**config.mk**
```make
export PLATFORM = sky130hd
export DESIGN_NAME = rr_arbiter16
export DESIGN_NICKNAME = d
export VERILOG_FILES = /design/src/rtl/rr_arbiter16_pkg.sv /design/src/rtl/decoder4.sv /design/src/rtl/rr_arbiter16.sv
export SDC_FILE = /design/constraint.sdc
export NUM_CORES = 1
export LEC_CHECK = 0
export CAP_MARGIN = 25
export CORE_MARGIN = 1
export CORE_UTILIZATION = 50
export DETAILED_ROUTE_END_ITERATION = 6
export PLACE_DENSITY = 0.79
export SLEW_MARGIN = 40
export SYNTH_ARGS = -nofsm -noshare
export SYNTH_HDL_FRONTEND = slang
export SYNTH_HIERARCHICAL = 1
export SYNTH_SLANG_ARGS = --single-unit
```
**constraint.sdc**
```tcl
create_clock -name clk -period 5 [get_ports clk]
set_input_delay 1 -clock clk [delete_from_list [all_inputs] [get_ports clk]]
set_output_delay 1 -clock clk [all_outputs]
set_load 0.02 [all_outputs]
```
**src/rtl/rr_arbiter16_pkg.sv**
```systemverilog
// Shared types and sizing for the 16-way round-robin arbiter.
// Latency: n/a (declarations only); backpressure: n/a.
package rr_arbiter16_pkg;

    localparam int NREQ  = 16;
    localparam int IDXW  = 4;
    localparam int HCNTW = 8;

    typedef enum logic {
        IDLE  = 1'b0,
        GRANT = 1'b1
    } state_e;

endpackage

```
**src/rtl/decoder4.sv**
```systemverilog
// 4-to-16 binary to one-hot decoder, purely combinational.
// Latency: 0 cycles; backpressure: none.
module decoder4 (
    input  logic [3:0]  idx,
    output logic [15:0] onehot
);

    always_comb begin
        onehot      = '0;
        onehot[idx] = 1'b1;
    end

endmodule

```
**src/rtl/rr_arbiter16.sv**
```systemverilog
// 16-way round-robin arbiter with a per-owner hold limit; 1 cycle request-to-grant.
// Backpressure: none; owner keeps the grant while requesting, up to MAX_HOLD cycles.
module rr_arbiter16
    import rr_arbiter16_pkg::*;
#(
    parameter int MAX_HOLD = 16
) (
    input  logic            clk,
    input  logic            rst_n,
    input  logic [NREQ-1:0] req,
    output logic [NREQ-1:0] gnt,
    output logic [IDXW-1:0] gnt_idx,
    output logic            gnt_valid,
    output logic            timeout
);

    localparam logic [HCNTW-1:0] HOLD_LAST = HCNTW'(MAX_HOLD - 1);

    state_e             state_q, state_d;
    logic [IDXW-1:0]    ptr_q, ptr_d;
    logic [IDXW-1:0]    gnt_idx_q, gnt_idx_d;
    logic               gnt_valid_q, gnt_valid_d;
    logic [HCNTW-1:0]   hold_cnt_q, hold_cnt_d;
    logic               timeout_q, timeout_d;
    logic [NREQ-1:0]    gnt_onehot;

    // First set bit searching upward from p, wrapping modulo NREQ.
    function automatic logic [IDXW-1:0] rr_pick(input logic [NREQ-1:0] r,
                                                 input logic [IDXW-1:0] p);
        logic [IDXW-1:0] idx;
        logic            found;
        rr_pick = p;
        found   = 1'b0;
        for (int k = 0; k < NREQ; k++) begin
            idx = p + IDXW'(k);
            if (!found && r[idx]) begin
                rr_pick = idx;
                found   = 1'b1;
            end
        end
    endfunction

    always_comb begin
        state_d     = state_q;
        ptr_d       = ptr_q;
        gnt_idx_d   = gnt_idx_q;
        gnt_valid_d = gnt_valid_q;
        hold_cnt_d  = hold_cnt_q;
        timeout_d   = 1'b0;
        case (state_q)
            IDLE: begin
                if (|req) begin
                    gnt_idx_d   = rr_pick(req, ptr_q);
                    gnt_valid_d = 1'b1;
                    hold_cnt_d  = '0;
                    state_d     = GRANT;
                end
            end
            GRANT: begin
                if (!req[gnt_idx_q] || (hold_cnt_q == HOLD_LAST)) begin
                    state_d     = IDLE;
                    gnt_valid_d = 1'b0;
                    ptr_d       = gnt_idx_q + 1'b1;
                    // Still requesting at release means the limit forced it out.
                    timeout_d   = req[gnt_idx_q];
                end else begin
                    hold_cnt_d  = hold_cnt_q + 1'b1;
                end
            end
            default: state_d = IDLE;
        endcase
    end

    always_ff @(posedge clk or negedge rst_n) begin
        if (!rst_n) begin
            state_q     <= IDLE;
            ptr_q       <= '0;
            gnt_idx_q   <= '0;
            gnt_valid_q <= 1'b0;
            hold_cnt_q  <= '0;
            timeout_q   <= 1'b0;
        end else begin
            state_q     <= state_d;
            ptr_q       <= ptr_d;
            gnt_idx_q   <= gnt_idx_d;
            gnt_valid_q <= gnt_valid_d;
            hold_cnt_q  <= hold_cnt_d;
            timeout_q   <= timeout_d;
        end
    end

    decoder4 u_decoder4 (
        .idx    (gnt_idx_q),
        .onehot (gnt_onehot)
    );

    assign gnt       = gnt_onehot & {NREQ{gnt_valid_q}};
    assign gnt_idx   = gnt_idx_q;
    assign gnt_valid = gnt_valid_q;
    assign timeout   = timeout_q;

endmodule

```
# Yosys cells after proc, flatten, opt, wreduce, memory -nomap -nowiden
# Index checks and enable logic that the tools add are counted.
totals:
  output_inout_bits: 22
  ff_bits: 19
  wordCells: 192
classes:
  eq_ne: 4
  n_bitwise: 2
  addsub: 17
  magnitude_cmp: 18
  mux: 107
  n_reduce_logical: 38
ops:
  columns: ["cell", "n"]
  rows:
  - ["$lt A4 B5 Y1 const B", 17]
  - ["$mux W1", 69]
  - ["$bmux W1 S4", 17]
  - ["$mux W4", 15]
  - ["$add A4 B4 Y4 const B", 8]
  - ["$add A4 B3 Y4 const B", 4]
  - ["$and A16 B16 Y16", 1]
  - ["$logic_and A1 B1 Y1", 16]
  - ["$logic_not A1 Y1", 16]
  - ["$mux W8", 2]
  - ["$pmux W8 S2", 1]
  - ["$reduce_or A16 Y1", 1]
  - ["$add A4 B1 Y4 const B", 2]
  - ["$add A4 B2 Y4 const B", 2]
  - ["$add A8 B1 Y8 const B", 1]
  - ["$eq A8 B4 Y1 const B", 1]
  - ["$reduce_and A2 Y1", 4]
  - ["$demux W1 S4", 1]
  - ["$ge A4 B1 Y1 const B", 1]
  - ["$ne A2 B2 Y1 const B", 2]
  - ["$pmux W1 S2", 2]
  - ["$ne A2 B1 Y1 const B", 1]
  - ["$logic_or A1 B1 Y1", 1]
  - ["$not A1 Y1", 1]

# Longest topological paths before layout
logic_depth:
  word_depth: 78
  ltp_mapped: 15

# By module
# The synthesis kept the hierarchy.
modules_own_cells:
  columns: ["mod", "cells_per_inst", "area_each_um2", "seq_area_each_um2", "n_inst"]
  rows:
  - ["rr_arbiter16", 358, 3118.0, 475.5, 1]
  - ["decoder4", 20, 226.5, 0.0, 1]

# Worst setup path before layout
# OpenSTA, ideal clock, no wires.
synth_path:
  path_kind: "reg2reg"
  start: "register ptr_q[1]"
  end: "register gnt_idx_q[0], in the netlist gnt_idx[0]"
  t_arrival_ns: 4.368
  t_required_ns: 4.875
  setup_ns: 0.125
  path_slack_ns: 0.508
  stages_incl_launch_ff: 14
  path_cell_list: "dfrtp_1 -> buf_1 -> inv_1 -> ha_1 -> clkbuf_1 -> mux4_2 -> mux4_2 -> or4_1 -> buf_2 -> nor4_4 -> nand4_1 -> nand3_1 -> xnor2_1 -> mux2_2"
synth_between:
  elab_chain_cells: 78
  elab_cells_between_ends: 137
  classes_between: "add/sub (15); mux (92); reduce/logical (30)"
synth_rtl:
  columns: ["element", "line_no", "text"]
  rows:
  - ["start: declaration", "rr_arbiter16.sv:20", "logic [IDXW-1:0] ptr_q, ptr_d;"]
  - ["start signal: assignment", "rr_arbiter16.sv:84", "ptr_q <= ptr_d;"]
  - ["branches (longest 77 deep; another with $add A4 B1 Y4)", null, null]
  - ["$mux W4 *", "rr_arbiter16.sv:36", "if (!found && r[idx]) begin"]
  - ["end signal: assignment", "rr_arbiter16.sv:85", "gnt_idx_q <= gnt_idx_d;"]
  - ["end: declaration", "rr_arbiter16.sv:21", "logic [IDXW-1:0] gnt_idx_q, gnt_idx_d;"]
# Mark *: on every way between the ends. The select of a mux whose other input is x is not followed.
# A chain may end at the register's enable or synchronous reset.

# Worst setup path in the final report
layout_path:
  start: "input req[11]"
  end: "register gnt_idx_q[0], in the netlist gnt_idx[0]"
layout_between:
  elab_chain_cells: 78
  elab_cells_between_ends: 124
  classes_between: "mux (92); reduce/logical (32)"
layout_rtl:
  columns: ["element", "line_no", "text"]
  rows:
  - ["start: declaration", "rr_arbiter16.sv:10", "input logic [NREQ-1:0] req,"]
  - ["$bmux W1 S4", "rr_arbiter16.sv:36", null]
  - ["$mux W1 (not written as such)", "rr_arbiter16.sv:36", null]
  - ["$mux W1", "rr_arbiter16.sv:36", null]
  - ["$mux W1", "rr_arbiter16.sv:52", "if (|req) begin"]
  - ["$mux W1", "rr_arbiter16.sv:50", "case (state_q)"]
  - ["$logic_not A1 Y1", "rr_arbiter16.sv:36", null]
  - ["$logic_and A1 B1 Y1", "rr_arbiter16.sv:36", null]
  - ["$mux W1", "rr_arbiter16.sv:36", null]
  - ["[62 not listed]", null, null]
  - ["$logic_not A1 Y1", "rr_arbiter16.sv:36", null]
  - ["$logic_and A1 B1 Y1", "rr_arbiter16.sv:36", null]
  - ["$mux W1", "rr_arbiter16.sv:36", null]
  - ["$mux W1", "rr_arbiter16.sv:52", null]
  - ["$mux W1", "rr_arbiter16.sv:50", null]
  - ["$logic_not A1 Y1", "rr_arbiter16.sv:36", null]
  - ["$logic_and A1 B1 Y1", "rr_arbiter16.sv:36", null]
  - ["$mux W4", "rr_arbiter16.sv:36", null]
# Several ways; a longest one is shown, not always the timed one. The select of a mux whose other input is x is not followed.

==> metrics.md <==
| Metric | Value |
|---|---|
| Status | `finished, final reports clean` |
| Worst EP arrival | `4.82 ns` |
| Initial Util | `0.524` |
| Most common cell after layout, fill and taps aside | `clkdlybuf4s50_1` |
| Final Max Tran Viols | `0` |
| Clock sinks | `19` |
| Vias in the first global route | `between 3000 and 4000` |
| Worst hold margin | `roughly 0.51 ns` |
| Final core utilization | `0.609` |
| Diode count | `0` |
| First-pass GRT wire length | `15800 µm` |
| Post-CTS setup buffers | `0` |
| Post-synth EDFFs | `0` |
| Antenna violations before repair | `0` |
| CORE AREA | `6390 µm²` |
| Setup crit start kind | `primary input` |
| Total number of H-tree levels | `1` |
| Reg2reg start | `ptr_q[1]` |
| Die Footprint | `7020 µm²` |
| GP Congestion | `0.980` |
| Hold/Removal Path Class | `register to register` |
| Worst R2R End | `gnt_idx[0]` |
| Dpl hpwl | `7430 µm` |
| Post-DRT Antenna Nets | `0` |
| Initial drt markers | `251` |
| Crit. End Element | `register` |
| Drt via density | `about 6.7` |
| Final WS setup | `0.334 ns` |
| Critical path fanouts, max | `7` |
| Async set-or-reset flop fraction in the synthesized netlist | `1.00` |
| Kind of critical path | `primary input to register` |
| Grt ovf | `0` |
| Hold Startpoint | `hold_cnt_q[0]` |
| Worst slew margin | `0.418` |
| Most frequent cells in the layout | `clkdlybuf4s50_1, nand2_1, mux4_2` |
| I/O Buffers | `39` |
| Post-synthesis sequential area ratio | `0.142` |
| Share of layout cells above drive strength 1 | `0.169` |
| Worst slew pin tran | `0.874 ns` |
| Pre-CTS WS | `0.160 ns` |
| Total track usage | `0.281` |
| Drt wl/cell | `19.8 µm` |
| Clock latency on the worst-skew pair | `0.26 ns` |
| Tmin final | `between 4 and 5 ns` |
| Worst Hold End | `hold_cnt_q[0]` |
| Clock root buffer | `clkbuf_8` |
| Filler cells | `approximately 570` |
| Final nets | `443` |
| Required time worst endpoint | `5.15 ns` |
| Die width | `83.8 µm` |
| DRC violations left | `0` |
| R2R cell count | `10` |
| WL final | `9740 µm` |
| CTS tree | `yes` |
| Worst Hold Depth | `1` |
| Synth warnings | `6` |
| I/O pin count | `40` |
| Post-Syn Area | `roughly 3300 µm²` |
| Syn Nets | `~410` |
| Hold-fix buffers at CTS | `0` |
| Yosys reg bits | `19` |
| Layout Area Growth over Synthesis | `16.3%` |
| Mapped Cells | `378` |
| Final setup fails | `0` |
| R2R setup slack | `0.64 ns` |
| Worst-path clk slew | `0.07 ns` |
| Max-Cap Viols | `0` |
| Largest net degree at the start of global routing | `26` |
| Netlist cell types | `between 60 and 70` |
| Clk buf depth | `2` |
| Avg Cell Area, Syn | `8.85 µm²` |
| Final Hold Viols | `0` |
| Total clock buffers created by CTS | `3` |
| Final period util | `0.933` |
| DR pass1 iterations | `7` |
| Final setup skew | `0.00240 ns` |
| Resize count post-CTS | `0` |
| Setup tns final | `0 ns` |
| Via count | `3306` |
| RSZ-0062 raised after global routing | `no` |
| Synth Flop Type | `dfrtp_1` |
| Fmax | `between 200 and 250 MHz` |
| Die Ht | `83.8 µm` |
| FP Rows | `29` |
per-stage QoR:
step,cells,area (µm²)
2_1_floorplan,378,3340
4_1_cts,492,3890
3_5_place_dp,488,3840
3_3_place_gp,488,3840
6_report,492,3890
5_1_grt,492,3890
critical path, stage by stage:
cell             delay (ns)
clkdlybuf4s50_1        0.52
mux4_2                 0.56
mux4_2                 0.53
or3b_1                 0.42
or4_1                  0.56
nor4b_1                0.63
a211oi_1               0.13
nand3_1                0.14
xnor2_1                0.07
mux2_2                 0.26
metal layers:
layer	vias to the layer above	track usage	wire, µm
met5	-	0	0
met4	0	0.0586	130
met3	20	0.0366	655
met2	149	0.458	4690
met1	1588	0.401	4270
li1	1549	-	-
how the worst max path moves through the flow:
stage,end,cells after the start,start,slack (ns)
finish,gnt_idx[0],10,req[11],0.33
global route,gnt_idx[0],10,req[4],0.22
CTS,gnt_idx[0],10,req[11],0.45
detailed placement,gnt_idx[0],10,req[11],0.16
global placement,gnt_idx[0],10,req[3],0.30
floorplan,gnt_idx[0],13,ptr_q[1],0.51
registers in the layout, summed over array words and instances (netlist names):
register	cells
hold_cnt_q	8
gnt_idx	4
ptr_q	4
gnt_valid	1
state_q	1
timeout	1
layout make-up:
cell class	instances	area, µm²	share of cell area
Multi-Input combinational cell	332	2750	0.706
Clock buffer	3	41.3	0.0106
Clock inverter	1	7.51	0.00193
Timing Repair Buffer	54	498	0.128
Sequential cell	19	478	0.123
Inverter	6	22.5	0.00579
Tap cell	77	96.3	0.0248
synthesized netlist by cell type (all sizes together) (3+ instances only):
library cell  number  area share
nand3             20       0.030
a31oi              4      0.0075
buf               10       0.018
nor2              25       0.028
and4bb             6       0.022
nand2b             4      0.0075
o211ai             4      0.0090
and4b              4       0.012
clkbuf            11       0.012
nand4              3      0.0056
mux2i             19       0.057
o211a              3      0.0090
nor4b              5       0.021
nor4               8       0.021
xor2               9       0.024
nor3              10       0.015
and3               5      0.0094
nand3b             3      0.0067
inv                5      0.0056
a21oi             18       0.027
xnor2              9       0.024
a211o              3      0.0079
a22oi              5       0.011
nand2             29       0.033
or3                3      0.0056
dfrtp             19        0.14
nor2b             10       0.019
mux2              10       0.034
a21boi             4      0.0090
o21ai             18       0.027
mux4              27        0.18
ha                 9       0.034
and2              19       0.036
cells by family after synthesis:
| family | after synthesis | synth area share |
|---|---|---|
| AND/OR/NAND/NOR | 164 | 0.295 |
| AO/OA/AOI/OAI | 85 | 0.173 |
| multiplexers | 56 | 0.272 |
| buffers and inverters | 27 | 0.0367 |
| flip-flops | 19 | 0.142 |
| XOR/XNOR | 18 | 0.0471 |
| adder cells (fa/ha/maj) | 9 | 0.0337 |
Power is left out: the tool's default activity adds up to more than one toggle a clock period on the data nets, which glitch-free logic cannot reach.
